File: src/rtl/regfile_pkg.sv
// Shared types and helpers for the multi-port register file.
// Used by the top level and by the clear sequencer.
package regfile_pkg;

    localparam int MAX_WR_PORTS = 4;
    localparam int MAX_RD_PORTS = 6;
    localparam int PORT_W       = $clog2(MAX_WR_PORTS);

    typedef enum logic {
        CLEAR = 1'b0,
        READY = 1'b1
    } rfState_t;

    typedef struct packed {
        logic              valid;
        logic [PORT_W-1:0] port;
    } wrWinner_t;

    // hits[p] = write port p is enabled and targets the address being resolved.
    function automatic wrWinner_t winningPort(input logic [MAX_WR_PORTS-1:0] hits);
        wrWinner_t win;
        win.valid = 1'b0;
        win.port  = '0;
        for (int p = 0; p < MAX_WR_PORTS; p++) begin
            if (hits[p] && !win.valid) begin
                win.valid = 1'b1;
                win.port  = PORT_W'(p);
            end
        end
        return win;
    endfunction

endpackage

File: src/rtl/regfile_mp_if.sv
// Bus bundle between the register file and its users (decode, writeback, debug).
// The register file takes the slave side.
interface regfile_mp_if #(
    parameter int DATA_W   = 32,
    parameter int ADDR_W   = 5,
    parameter int WR_PORTS = 2,
    parameter int RD_PORTS = 2
);
    logic [WR_PORTS-1:0]        writeEnable;
    logic [WR_PORTS*ADDR_W-1:0] writeAddress;
    logic [WR_PORTS*DATA_W-1:0] writeData;
    logic [RD_PORTS*ADDR_W-1:0] readAddress;
    logic [RD_PORTS*DATA_W-1:0] readData;
    logic [ADDR_W-1:0]          dbgAddress;
    logic [DATA_W-1:0]          dbgData;
    logic                       ready;
    logic                       writeDropped;

    modport master (
        output writeEnable, writeAddress, writeData, readAddress, dbgAddress,
        input  readData, dbgData, ready, writeDropped
    );

    modport slave (
        input  writeEnable, writeAddress, writeData, readAddress, dbgAddress,
        output readData, dbgData, ready, writeDropped
    );
endinterface

File: src/rtl/regfile_clear_seq.sv
// Post-reset clear sequencer: walks every entry once, then raises ready.
// Also registers the dropped-write indication while not ready.
module regfile_clear_seq
    import regfile_pkg::*;
#(
    parameter int ADDR_W         = 5,
    parameter int CLEAR_ON_RESET = 1
) (
    input  logic              clk,
    input  logic              reset,
    input  logic              anyWrite,
    output logic              ready,
    output logic              writeDropped,
    output logic              clearActive,
    output logic [ADDR_W-1:0] clearAddr
);

    localparam logic [ADDR_W-1:0] LAST_ADDR = '1;

    rfState_t          state;
    rfState_t          stateNext;
    logic [ADDR_W-1:0] clearCount;

    // NOTE: reset here is synchronous, so it is tested inside the clocked block only.
    always_ff @(posedge clk) begin
        if (!reset) begin
            state        <= (CLEAR_ON_RESET != 0) ? CLEAR : READY;
            clearCount   <= '0;
            ready        <= 1'b0;
            writeDropped <= 1'b0;
        end else begin
            state        <= stateNext;
            if (state == CLEAR) begin
                clearCount <= clearCount + 1'b1;
            end
            ready        <= (stateNext == READY);
            writeDropped <= !ready && anyWrite;
        end
    end

    always_comb begin
        stateNext = state;
        if (state == CLEAR && clearCount == LAST_ADDR) begin
            stateNext = READY;
        end
    end

    // Storage is left alone on edges where reset is held.
    always_comb begin
        clearActive = (state == CLEAR) && reset;
        clearAddr   = clearCount;
    end

endmodule

File: src/rtl/regfile_mp.sv
// Parametrised multi-port register file with lowest-port write priority,
// optional write-to-read bypass, optional hardwired zero entry and post-reset clear.
module regfile_mp
    import regfile_pkg::*;
#(
    parameter int DATA_W         = 32,
    parameter int ADDR_W         = 5,
    parameter int WR_PORTS       = 2,
    parameter int RD_PORTS       = 2,
    parameter int BYPASS         = 1,
    parameter int ZERO_REG       = 0,
    parameter int CLEAR_ON_RESET = 1
) (
    input logic         clk,
    input logic         reset,
    regfile_mp_if.slave bus
);

    localparam int DEPTH = 2 ** ADDR_W;

    logic [DATA_W-1:0]       mem [DEPTH];
    logic                    ready;
    logic                    clearActive;
    logic [ADDR_W-1:0]       clearAddr;
    logic [MAX_WR_PORTS-1:0] wValid;
    logic [ADDR_W-1:0]       wAddr [MAX_WR_PORTS];
    logic [DATA_W-1:0]       wData [MAX_WR_PORTS];

    regfile_clear_seq #(
        .ADDR_W         (ADDR_W),
        .CLEAR_ON_RESET (CLEAR_ON_RESET)
    ) clearSeq (
        .clk          (clk),
        .reset        (reset),
        .anyWrite     (|bus.writeEnable),
        .ready        (ready),
        .writeDropped (bus.writeDropped),
        .clearActive  (clearActive),
        .clearAddr    (clearAddr)
    );

    assign bus.ready = ready;

    // Unpack the write ports; a write is live only once ready and, with a
    // hardwired zero entry, only when it does not target entry 0.
    always_comb begin
        wValid = '0;
        for (int p = 0; p < MAX_WR_PORTS; p++) begin
            wAddr[p] = '0;
            wData[p] = '0;
        end
        for (int p = 0; p < WR_PORTS; p++) begin
            wAddr[p]  = bus.writeAddress[p*ADDR_W +: ADDR_W];
            wData[p]  = bus.writeData[p*DATA_W +: DATA_W];
            wValid[p] = bus.writeEnable[p] && ready &&
                        !((ZERO_REG != 0) && (wAddr[p] == '0));
        end
    end

    // NOTE: storage has no reset branch so it can map onto RAM; the clear engine zeroes it instead.
    always_ff @(posedge clk) begin
        if (clearActive) begin
            mem[clearAddr] <= '0;
        end else if (reset) begin
            // Highest port first, so the lowest-numbered port lands last and wins a collision.
            for (int p = WR_PORTS - 1; p >= 0; p--) begin
                if (wValid[p]) begin
                    mem[wAddr[p]] <= wData[p];
                end
            end
        end
    end

    function automatic logic [DATA_W-1:0] readPort(input logic [ADDR_W-1:0] addr);
        logic [MAX_WR_PORTS-1:0] hits;
        wrWinner_t               win;
        hits = '0;
        for (int p = 0; p < WR_PORTS; p++) begin
            hits[p] = wValid[p] && (wAddr[p] == addr);
        end
        win = winningPort(hits);
        if (!ready || ((ZERO_REG != 0) && (addr == '0))) begin
            return '0;
        end
        if ((BYPASS != 0) && win.valid) begin
            return wData[win.port];
        end
        return mem[addr];
    endfunction

    always_comb begin
        bus.readData = '0;
        for (int r = 0; r < RD_PORTS; r++) begin
            bus.readData[r*DATA_W +: DATA_W] = readPort(bus.readAddress[r*ADDR_W +: ADDR_W]);
        end
    end

    // The debug port always shows the stored value, never in-flight write data.
    always_comb begin
        if (!ready || ((ZERO_REG != 0) && (bus.dbgAddress == '0))) begin
            bus.dbgData = '0;
        end else begin
            bus.dbgData = mem[bus.dbgAddress];
        end
    end

endmodule
File: src/flat_wrapper.sv
// flat-port wrapper written by rule: the top's interface ports become plain ports
module regfile_mp_flat import regfile_pkg::*;
#(
    parameter int DATA_W         = 32,
    parameter int ADDR_W         = 5,
    parameter int WR_PORTS       = 2,
    parameter int RD_PORTS       = 2,
    parameter int BYPASS         = 1,
    parameter int ZERO_REG       = 0,
    parameter int CLEAR_ON_RESET = 1
)
  (clk, reset, bus_writeEnable, bus_writeAddress, bus_writeData, bus_readAddress, bus_dbgAddress, bus_readData, bus_dbgData, bus_ready, bus_writeDropped);
  regfile_mp_if #(.DATA_W(DATA_W), .ADDR_W(ADDR_W), .WR_PORTS(WR_PORTS), .RD_PORTS(RD_PORTS)) bus_i ();
  input logic clk;
  input logic reset;
  input wire logic [$bits(bus_i.writeEnable)-1:0] bus_writeEnable;
  input wire logic [$bits(bus_i.writeAddress)-1:0] bus_writeAddress;
  input wire logic [$bits(bus_i.writeData)-1:0] bus_writeData;
  input wire logic [$bits(bus_i.readAddress)-1:0] bus_readAddress;
  input wire logic [$bits(bus_i.dbgAddress)-1:0] bus_dbgAddress;
  output wire logic [$bits(bus_i.readData)-1:0] bus_readData;
  output wire logic [$bits(bus_i.dbgData)-1:0] bus_dbgData;
  output wire logic [$bits(bus_i.ready)-1:0] bus_ready;
  output wire logic [$bits(bus_i.writeDropped)-1:0] bus_writeDropped;
  assign bus_i.writeEnable = bus_writeEnable;
  assign bus_i.writeAddress = bus_writeAddress;
  assign bus_i.writeData = bus_writeData;
  assign bus_i.readAddress = bus_readAddress;
  assign bus_i.dbgAddress = bus_dbgAddress;
  assign bus_readData = bus_i.readData;
  assign bus_dbgData = bus_i.dbgData;
  assign bus_ready = bus_i.ready;
  assign bus_writeDropped = bus_i.writeDropped;
  regfile_mp #(.DATA_W(DATA_W), .ADDR_W(ADDR_W), .WR_PORTS(WR_PORTS), .RD_PORTS(RD_PORTS), .BYPASS(BYPASS), .ZERO_REG(ZERO_REG), .CLEAR_ON_RESET(CLEAR_ON_RESET)) u_core (.clk(clk), .reset(reset), .bus(bus_i));
endmodule
File: config.mk
export PLATFORM = sky130hd
export DESIGN_NAME = regfile_mp_flat
export DESIGN_NICKNAME = d
export VERILOG_FILES = /design/src/rtl/regfile_pkg.sv /design/src/rtl/regfile_mp_if.sv /design/src/rtl/regfile_clear_seq.sv /design/src/rtl/regfile_mp.sv /design/src/flat_wrapper.sv
export SDC_FILE = /design/constraint.sdc
export NUM_CORES = 2
export LEC_CHECK = 0
export BUFFER_PORTS_ARGS = -buffer_cell sky130_fd_sc_hd__buf_2
export CAP_MARGIN = 20
export CORE_MARGIN = 2
export CORE_UTILIZATION = 52
export CTS_CLUSTER_SIZE = 14
export DETAILED_ROUTE_END_ITERATION = 8
export GPL_TIMING_DRIVEN = 0
export PLACE_DENSITY = 0.76
export SLEW_MARGIN = 20
export SYNTH_ARGS = -nofsm -noshare
export SYNTH_HDL_FRONTEND = slang
export SYNTH_SLANG_ARGS = --single-unit
File: constraint.sdc
create_clock -name clk -period 9.58 [get_ports clk]
set_clock_uncertainty 0.05 [all_clocks]
set_input_delay 1.916 -clock clk [delete_from_list [all_inputs] [get_ports clk]]
set_output_delay 1.916 -clock clk [all_outputs]
set_load 0.005 [all_outputs]
==> After elaboration in Yosys (flattened, before gate mapping) <==
Memory sizes are Yosys's and may differ from the RTL's.
Index checks and enable logic that the tools add are counted.
{ "word_totals": {"regBits": 7, "mem_bits_rw": 1024, "n_memories": 1} }
{ "mem_list": {"columns": ["name", "words", "width", "read_ports", "rd_ports_with_merged_regs", "write_ports", "line", "source"], "rows": [
  ["u_core.mem", 32, 32, 3, 0, 2, "regfile_mp.sv:21", "logic [DATA_W-1:0] mem [DEPTH];"]
]} }
{ "classes": {"addsub": 1, "n_lt_le_gt_ge": 2, "n_eq_ne": 5, "mux": 35, "bitwise_logic": 3, "reduce_logical": 16} }
{ "ops": {"columns": ["cell", "count"], "rows": [
  ["$mux 32", 13],
  ["$bmux 32 s2", 2],
  ["$reduce_or 32->1", 1],
  ["$eq 5x5->1", 4],
  ["$mux 1", 15],
  ["$mux 3", 4],
  ["$logic_and 1x1->1", 11],
  ["$ge 3x3->1 const B", 2],
  ["$not 2->3", 2],
  ["$add 5x1->5 const B", 1],
  ["$eq 5x5->1 const B", 1],
  ["$mux 5", 1],
  ["$logic_not 1->1", 3],
  ["$reduce_or 2->1", 1],
  ["$not 1->1", 1]
]} }

==> Logic depth before layout (Yosys ltp) <==
{ "depth": {"word_depth": 13, "ltp_mapped": 9} }

==> By module <==
From an unflattened synthesis, not the netlist that was laid out.
{ "unflattened": {"hier_cells": 5715, "area_unflattened_um2": 68343.0} }
{ "modules_own_cells": {"columns": ["module", "n_inst", "cells_each", "area_per_inst_um2", "seq_area_each_um2"], "rows": [
  ["regfile_mp", 1, 5689, 68032.7, 30749.5],
  ["regfile_clear_seq", 1, 26, 310.3, 140.1]
]} }

==> Worst setup path before layout <==
No wires, ideal clock.
{ "synth_path": {"kind": "input to output", "start": "input bus_readAddress[5]", "end": "output bus_readData[35]", "t_arrival_ns": 3.528, "path_slack_ns": 4.086, "path_stages": 7, "n_path_buf": 3, "cell_sequence": "buf_2 -> buf_2 -> buf_2 -> mux4_2 -> a22o_1 -> a221oi_1 -> a211oi_1"} }
{ "synth_between": {"elab_chain_len": 13, "elab_cells_between_ends": 18, "cone_classes": "eq/ne: 2; mux: 10; bitwise: 1; reduce/logical: 4; memory: 1"} }
{ "synth_lines": {"columns": ["item", "line", "source"], "rows": [
  ["from (decl)", "flat_wrapper.sv:19", "input wire logic [$bits(bus_i.readAddress)-1:0] bus_readAddress;"],
  ["$eq 5x5->1", "regfile_mp.sv:79", "hits[p] = wValid[p] && (wAddr[p] == addr);"],
  ["$logic_and 1x1->1", "regfile_mp.sv:79", null],
  ["$mux 3", "regfile_pkg.sv:25", "if (hits[p] && !win.valid) begin"],
  ["$logic_not 1->1", "regfile_pkg.sv:25", null],
  ["$logic_and 1x1->1", "regfile_pkg.sv:25", null],
  ["$mux 3", "regfile_pkg.sv:25", null],
  ["$not 2->3 (not written as such)", "regfile_mp.sv:86", "return wData[win.port];"],
  ["$bmux 32 s2", "regfile_mp.sv:86", null],
  ["$mux 32 (not written as such) (2 in series)", "regfile_mp.sv:86", null],
  ["$mux 32", "regfile_mp.sv:85", "if ((BYPASS != 0) && win.valid) begin"],
  ["$mux 32 *", "regfile_mp.sv:88", "return mem[addr];"],
  ["$mux 32 *", "regfile_mp.sv:85", null],
  ["to (decl)", "flat_wrapper.sv:21", "output wire logic [$bits(bus_i.readData)-1:0] bus_readData;"]
]} }
Every way passes the cells marked *; elsewhere a longest branch is shown, timed or not. The select of a mux whose other input is x is not followed.

==> Final worst setup path <==
{ "layout_path": {"start": "input bus_readAddress[6]", "end": "output bus_readData[51]"} }
The elaborated chain is that of the path after synthesis.

==> results_dict.tcl <==
set metrics [dict create \
    fin_nets 6127 \
    synth_common_cells "1168 x nand2_1, 1024 x edfxtp_1, 1002 x o21ai_0" \
    ir_drop_v 0.000160 \
    fin_crit_ns 8.06 \
    cts.path.max_buffers 3 \
    maxCapViolCount 0 \
    tns_ns 0 \
    status "finished, final reports clean" \
    finalSetupViolCount 0 \
    ant_nets 0 \
    max_freq_mhz 124 \
    synth_area_um2 68500 \
    end_kind "output pin" \
    synthTopCellsByArea "edfxtp_1 45%, mux4_2 25%, o21ai_0 7.3%" \
    cp-start-kind "input port" \
    placed_cell_area_um2 73100 \
    fp.dieH_um 367 \
    critPathTopFamily "buffers and inverters" \
    dominantRegCellSynth "edfxtp_1" \
    grt_max_degree 23 \
    min_path_type "reg -> reg" \
    cp_num_buf_inv 4 \
    power_leakage_uw 0.0262 \
    cts_tree "built" \
    grt_pass1_vias 56800 \
    h-tree-depth 3 \
    r2r_slack_ns 4.84 \
    ys_async_sr_fraction_pct 0 \
    critical_path_arrival_ns 6.09 \
    avgSynthCellArea_um2 12.0 \
    io_buffers 143 \
    die_w_um 367 \
    critical_path.max_stage_delay_ns 1.07 \
    cts.repair.resized 0 \
    syn_nets 5815 \
    drt-wirelength-per-cell_um 40.3 \
    final_cell_area_um2 76800 \
    grt-ovfl-total 0 \
    clock-sinks 1031 \
    die_area_um2 135000 \
    cp.required_ns 7.61 \
    drt_first_iter_violations 12200 \
    dp_cells 7670 \
    routed_wl_mm 318 \
    synth_top_area_share_pct 44.9 \
    vias_per_cell 7.69 \
    final-hold-violation-count 0 \
    cp_max_fo 10 \
    p_per_area_nw_per_um2 137 \
    postCtsSetupRepairBufs 0 \
    first_pass_iters 7 \
    final_max_slew_viol_count 0 \
    ys_seq_elements 1031 \
    fp.coreArea_um2 131000 \
    synth.most_common_cell "nand2_1" \
    finalCritPeriodShare_pct 84.1 \
    path_clk_slew_ns 0.06 \
    area_growth_pct 12.1 \
    synth_edf_count 1024 \
    synth.largest_area_cell "edfxtp_1" \
    cp_cell_sequence "buf_2, buf_2, clkbuf_1, mux4_2, a22oi_1, nand2_1, nor4_1, a211oi_1, buf_2" \
    remaining_drc_errors 0 \
    dr_total_vias 60700 \
    synth_cell_types 53 \
    grt_usage_pct 46.4 \
    tightest_slew_ns 1.37 \
    drive_gt1_share_pct 24.2 \
    cts_buffers 114 \
    cp_slowest_cell "a211oi_1" \
    antenna_found_initial 31 \
    hold_buffers 0 \
    fp-row-count 133 \
    max_slew_margin_pct 8.12 \
    gp_congestion 1.06 \
    grt_pass1_wl_mm 435 \
    yosys_warnings 0 \
    worst_skew_pair.late_latency_ns 0.79 \
    initial_core_util_pct 52.2 \
    rsz0062_at_grt "false" \
    syn_inst 5720 \
    io-pin-count 191 \
    cts_root_buf "clkbuf_16" \
    dpl.hpwl_mm 242 \
    stdcell_count 7892 \
    cp_common_cell "buf_2" \
    path_class "in -> out" \
    ys_seq_area_share_pct 45.1 \
]
-- worst register-to-register path, delay by kind of cell, from the launching register on --
kind | cells | cell delay [ns]
DFF | 1 | 0.44
AOI/OAI and AO/OA | 1 | 0.49
and+or+nand+nor | 2 | 1.42
buffers and inverters | 4 | 2.02
-- kinds of logic (layout without fill, tap and decap cells) --
| logic type | Yosys count | in the layout | share of synthesized area (%) |
|---|---|---|---|
| xor gates and xnor gates | 23 | 23 | 0.294 |
| other | 0 | 14 | 0 |
| adders and majority gates | 2 | 2 | 0.0365 |
| DFF | 1031 | 1031 | 45.1 |
| AOI/OAI and AO/OA | 1514 | 1514 | 13.0 |
| muxes | 965 | 965 | 28.2 |
| buffers and inverters | 794 | 1197 | 4.97 |
| and+or+nand+nor | 1391 | 1391 | 8.46 |
-- flip-flops by register name, summed over array words and instances (netlist names) --
register	flops
u_core.mem	1024
u_core.clearSeq.clearAddr	5
u_core.clearSeq.state	1
u_core.clearSeq.writeDropped	1
-- cell type report --
type | instances | area, µm²
Tap cell | 1755 | 2200
Clock buffer | 150 | 3050
Fill cell | 10800 | 54400
Buffer | 759 | 3300
Inverter | 35 | 131
Clock inverter | 57 | 546
Multi-Input combinational cell | 3895 | 34700
Timing Repair Buffer | 196 | 1950
Sequential cell | 1031 | 30900
Antenna cell | 14 | 35.0
-- routing by layer --
layer / vias up / track usage, % / part of all wire [%]
met2: 6441 / 64.3 / 41
met1: 29800 / 58.4 / 32
met3: 1443 / 18.0 / 17
li1: 23000 / - / -
met5: - / 0.427 / 0.11
met4: 36 / 36.2 / 10
-- worst paths after layout --
path	from	end	cells after the start
worst max-delay path	bus_readAddress[6]	bus_readData[51]	9
worst min-delay path	u_core.clearSeq.clearAddr[1]$_SDFFE_PN0N_	u_core.clearSeq.clearAddr[1]$_SDFFE_PN0N_	2
worst max register to register	u_core.clearSeq.state$_SDFFE_PN0P_	u_core.mem[9][9]$_DFFE_PP_	7
worst min register to register	u_core.clearSeq.clearAddr[1]$_SDFFE_PN0N_	u_core.clearSeq.clearAddr[1]$_SDFFE_PN0N_	2
-- per-stage QoR --
stage               worst slack [ns]  utilization (%)  power (µW)  hold WS, ns
floorplan                       4.09                -        5670        0.493
global placement                1.39             54.5        6100        0.534
detailed placement              1.94             55.7        6130        0.533
CTS                             1.94             58.5       10400        0.541
global route                    1.89             58.5       10600        0.590
finish                          1.52             58.5       10500        0.551
-- power breakdown --
part | switching, µW | total (µW) | internal, µW | leakage [µW]
clock network | 2010 | 4440 | 2420 | 0.00174
registers | 18.8 | 4930 | 4910 | 0.0108
logic | 792 | 1170 | 383 | 0.0137
total | 2820 | 10500 | 7720 | 0.0262
-- cell usage in the layout, fill, tap and decap left out, types with 33 or more instances in the layout --
cell and instances:
inv_1 34, nand2_1 1168, buf_16 34, and3_1 34, mux2i_1 164, a22oi_1 192, o21ai_0 1002, mux2_2 33
clkbuf_1 528, o31ai_1 33, mux4_2 768, o21ai_1 91, buf_4 37, nor2b_1 42, edfxtp_1 1024, buf_2 320
nor4_1 65, clkbuf_16 117
Power figures use the tool's default switching activity.
